## config.mk

```make
export PLATFORM = sky130hd
export DESIGN_NAME = prime_test_divrem
export DESIGN_NICKNAME = d
export VERILOG_FILES = /design/src/rtl/prime_test_pkg.sv /design/src/rtl/prime_test_divrem.sv
export SDC_FILE = /design/constraint.sdc
export NUM_CORES = 1
export LEC_CHECK = 0
export ABC_AREA = 0
export BUFFER_PORTS_ARGS = -buffer_cell sky130_fd_sc_hd__buf_2
export CAP_MARGIN = 10
export CORE_ASPECT_RATIO = 1.4
export CORE_MARGIN = 1
export CORE_UTILIZATION = 55
export CTS_CLUSTER_SIZE = 12
export DETAILED_ROUTE_END_ITERATION = 8
export PLACE_DENSITY = 0.8
export SETUP_SLACK_MARGIN = 0.15
export SLEW_MARGIN = 20
export SYNTH_ARGS = -nofsm -noshare
export SYNTH_HDL_FRONTEND = slang
export SYNTH_SLANG_ARGS = --single-unit
```

## constraint.sdc

```tcl
create_clock -name clk -period 3.42 [get_ports clk]
set_clock_uncertainty 0.2 [all_clocks]
set_input_delay 0.513 -clock clk [delete_from_list [all_inputs] [get_ports clk]]
set_output_delay 0.513 -clock clk [all_outputs]
set_load 0.01 [all_outputs]
```

## src/rtl/prime_test_pkg.sv

```systemverilog
// prime_test_pkg: shared FSM encoding and operand width derivation for prime_test
package prime_test_pkg;

    typedef enum logic [2:0] {
        IDLE  = 3'd0,
        ISSUE = 3'd1,
        WAIT  = 3'd2,
        POLL  = 3'd3,
        DONE  = 3'd4
    } state_e;

    function automatic int width_of(input int width_log);
        return 1 << width_log;
    endfunction

    function automatic int hi_of(input int width_log);
        return width_of(width_log) - 1;
    endfunction

endpackage

```

## src/rtl/prime_test_divrem.sv

```systemverilog
// prime_test_divrem: restoring serial divider returning the remainder, one quotient bit per cycle
module prime_test_divrem
    import prime_test_pkg::*;
#(
    parameter int WIDTH_LOG = 4
) (
    input  logic                            clk,
    input  logic                            rst,
    input  logic                            go_i,
    input  logic [width_of(WIDTH_LOG)-1:0]  num_i,
    input  logic [width_of(WIDTH_LOG)-1:0]  den_i,
    output logic                            ready_o,
    output logic [width_of(WIDTH_LOG)-1:0]  rem_o,
    output logic                            error_o
);

    localparam int WIDTH = width_of(WIDTH_LOG);
    localparam int CW    = WIDTH_LOG + 1;

    logic             ready_q;
    logic             busy_q;
    logic             err_q;
    logic [CW-1:0]    cnt_q;
    logic [WIDTH-1:0] den_q;
    logic [WIDTH-1:0] quo_q;
    logic [WIDTH-1:0] rem_q;
    logic [WIDTH:0]   sh;
    logic [WIDTH:0]   diff;

    // shift the next dividend bit into the partial remainder and trial-subtract the divisor
    always_comb begin
        sh   = {rem_q, quo_q[WIDTH-1]};
        diff = sh - {1'b0, den_q};
    end

    // accept a request when idle, then produce one quotient bit per cycle; zero divisor flags error
    always_ff @(posedge clk) begin
        if (rst) begin
            ready_q <= 1'b1;
            busy_q  <= 1'b0;
            err_q   <= 1'b0;
            cnt_q   <= '0;
            den_q   <= '0;
            quo_q   <= '0;
            rem_q   <= '0;
        end else if (go_i && ready_q) begin
            ready_q <= 1'b0;
            busy_q  <= 1'b1;
            err_q   <= (den_i == '0);
            cnt_q   <= CW'(WIDTH);
            den_q   <= den_i;
            quo_q   <= num_i;
            rem_q   <= '0;
        end else if (busy_q) begin
            if (err_q || cnt_q == '0) begin
                busy_q  <= 1'b0;
                ready_q <= 1'b1;
            end else begin
                cnt_q <= cnt_q - 1'b1;
                rem_q <= diff[WIDTH] ? sh[WIDTH-1:0] : diff[WIDTH-1:0];
                quo_q <= {quo_q[WIDTH-2:0], ~diff[WIDTH]};
            end
        end
    end

    assign ready_o = ready_q;
    assign rem_o   = rem_q;
    assign error_o = err_q;

endmodule

```

==> metrics.yaml <==
worst_hold_path:
  worstHoldPathType: "in -> reg"
  hp-start: "den_i[8]"
clocking:
  ctsRootBufferMaster: "clkbuf_8"
  ctsHoldBuffers: 0
  clk_path_buf_depth: 2
  clkLatencyLatePin_ps: 320
  cts_tree: "yes"
  clock-sinks: 56
  htreeDepth: 2
  numCtsBuffers: 5
  clk_pin_slew_ps: 110
floorplanning:
  core-area_um2: 5610
  std_cell_rows: 32
  chipWidth_um: 67.1
  die_h_um: 93.1
  initial_core_util: 0.582
  dieArea_um2: 6250
  pin_count: 53
layout:
  num_antenna_cells: 0
  mostFrequentLayoutCell: "nand2_1"
  drive_above_1_share: 0.187
  area.growth.synth_to_final_pct: 12.6
  nNetsFinal: 517
  final_area_um2: 3670
  final_util: 0.655
  final_cells: 533
  mostFrequentLayoutCells: "nand2_1 (80), dfxtp_1 (56), buf_2 (52)"
power_and_ir_drop:
  power_switching_uw: 551
  peakVddDrop_mv: 0.335
  p_leak_uw: 0.00155
  p_sw_frac: 0.342
  p_seq_frac: 0.446
  combPwrFrac: 0.320
  power.density_nw_per_um2: 438
  intPower_uw: 1060
  clkPwrFrac: 0.234
global_routing:
  antenna_found_initial: 0
  grtUsageTotal: 0.263
  grt-ovfl-total: 0
  grt_pass1_wl_um: 12700
  first_global_vias: 2928
  grt_max_degree: 38
synthesis:
  synth_top_cell_area_share: 0.344
  synthTopCellsByArea: "dfxtp_1 (34%), nand2_1 (9.2%), a21oi_1 (7.4%), ha_1 (6.5%), a311oi_1 (4.3%)"
  async_flop_share: 0
  synth_ff_type: "dfxtp_1"
  yosysSeqAreaShare: 0.344
  ys_warn_count: 0
  synth-seq-cells: 56
  syn-instance-count: 419
  synth_largest_area_cell: "dfxtp_1"
  synth_edf_count: 0
  syn-cell-area_um2: 3260
  synth_cell_types: 54
  syn-num-nets: 472
  synth.avg_cell_area_um2: 7.78
setup_path:
  critPathKind: "reg -> reg"
  cp.arrival_ps: 3100
  endpoint_kind: "flop"
  crit_start: "quo_q[15]"
  rrSetupSlack_ps: 370
  path_max_fanout: 14
  critPathCapture: "rem_o[1]"
  reg2reg_depth: 10
  r2r_end: "rem_o[1]"
  required_ps: 3470
  reg2reg_from: "quo_q[15]"
  cp-start-kind: "flop"
sta:
  rsz0062_at_grt: "false"
  slew_viol_final: 0
  clock.fmax_mhz: 328
  tightest_slew_ps: 694
  hold_viol: 0
  setup_tns_ps: 0
  period_share: 0.892
  setup_viol: 0
  slew_headroom: 0.535
  period_needed_ps: 3050
place:
  io_buffers: 52
  dp_cells: 525
  place_area_um2: 3570
  dp_hpwl_um: 5680
  gp_congestion: 0.893
routing:
  vias: 3098
  dr.pass1.iters: 4
  wl_per_cell_um: 14.4
  avgViaCountPerCell: 5.81
  routed_wl_um: 7670
  ant_nets: 0
  first_iter_violations: 153
  drc: 0
run:
  maxCapViolations: 0
outcome:
  status: "finished, final reports clean"
-- registers in the layout (all words and copies together) (netlist names) --
name and count:
den_q 16, quo_q 16, rem_o 16, cnt_q 5
busy_q 1, error_o 1, ready_o 1
-- power by group through the flow --
| stage | Combinational, µW | Sequential (µW) | Clock [µW] |
|---|---|---|---|
| global route | 566 | 723 | 416 |
| detailed placement | 504 | 733 | 0 |
| CTS | 511 | 718 | 384 |
| global placement | 489 | 731 | 0 |
| floorplan | 396 | 729 | 0 |
| finish | 516 | 718 | 377 |
-- per-stage QoR --
step	setup slack [ps]	power, µW	hold WS [ps]
after global placement	188	1220	244
after detailed placement	92.1	1240	252
after global routing	178	1700	231
after floorplan	740	1120	236
final	369	1610	237
after CTS	370	1610	231
-- timing repair --
action / CTS / global route
setup buffers: 0 / 0
setup endpoints to repair: 7 / 0
gates resized for setup: 1 / 0
hold endpoints to repair: 0 / 0
-- Yosys cell counts (all sizes together), types with 2 or more instances --
cell / n
o211ai: 2
nor2: 37
nand2b: 3
xnor2: 7
mux2: 2
nand2: 80
clkbuf: 16
mux2i: 9
buf: 5
o21a: 2
a311oi: 18
nor3: 7
a21oi: 48
or2: 3
o21ai: 24
xor2: 6
ha: 17
a211oi: 5
nor4b: 2
or3: 4
nor4: 8
o31a: 2
and2: 2
inv: 24
dfxtp: 56
nand3: 8
a21o: 6
-- metal layers --
layer  part of all wire  routed length (µm)  global-route usage  up-vias
li1                   -                   -                   -     1560
met1               0.42                3240               0.307     1416
met2               0.50                3860               0.464      100
met3              0.046                 353              0.0476       22
met4              0.028                 218              0.0957        0
met5                  0                   0                   0        -
-- worst max-delay path: stages, from the launching register on --
cell and delay [ps]:
dfxtp_1 350, inv_1 60, ha_1 200, fa_1 400, nand2b_1 190, a21o_1 200
nand3_1 140, a311oi_4 190, xnor2_4 560, mux2_4 360, o21ai_2 120
-- worst min-delay path by stage --
stage / end / cells past startpoint / slack [ps]
6_report: den_q[8] / 3 / 240
5_1_grt: den_q[3] / 3 / 230
4_1_cts: den_q[8] / 3 / 230
3_5_place_dp: den_q[7] / 2 / 250
3_3_place_gp: den_q[2] / 2 / 240
2_1_floorplan: den_q[10] / 2 / 240
-- cell families (layout without fill, tap and decap cells) --
logic type | after synthesis | count (layout) | share of synthesized area
flip-flops | 56 | 56 | 0.344
XOR/XNOR | 13 | 13 | 0.0395
adder cells (fa/ha/maj) | 18 | 18 | 0.0713
multiplexers | 11 | 11 | 0.0368
AO/OA/AOI/OAI | 115 | 115 | 0.230
AND/OR/NAND/NOR | 161 | 161 | 0.223
buffers and inverters | 45 | 91 | 0.0556
-- cell type report --
cell class / count / area [µm²]
clock buffers: 5 / 68.8
clock inverters: 3 / 22.5
fillers: 516 / 1930
inverters: 24 / 90.1
multi-input cells: 318 / 1970
flip-flops and latches: 56 / 1120
well taps: 68 / 85.1
repair buffers: 59 / 313
(Power assumes the default switching activity.)
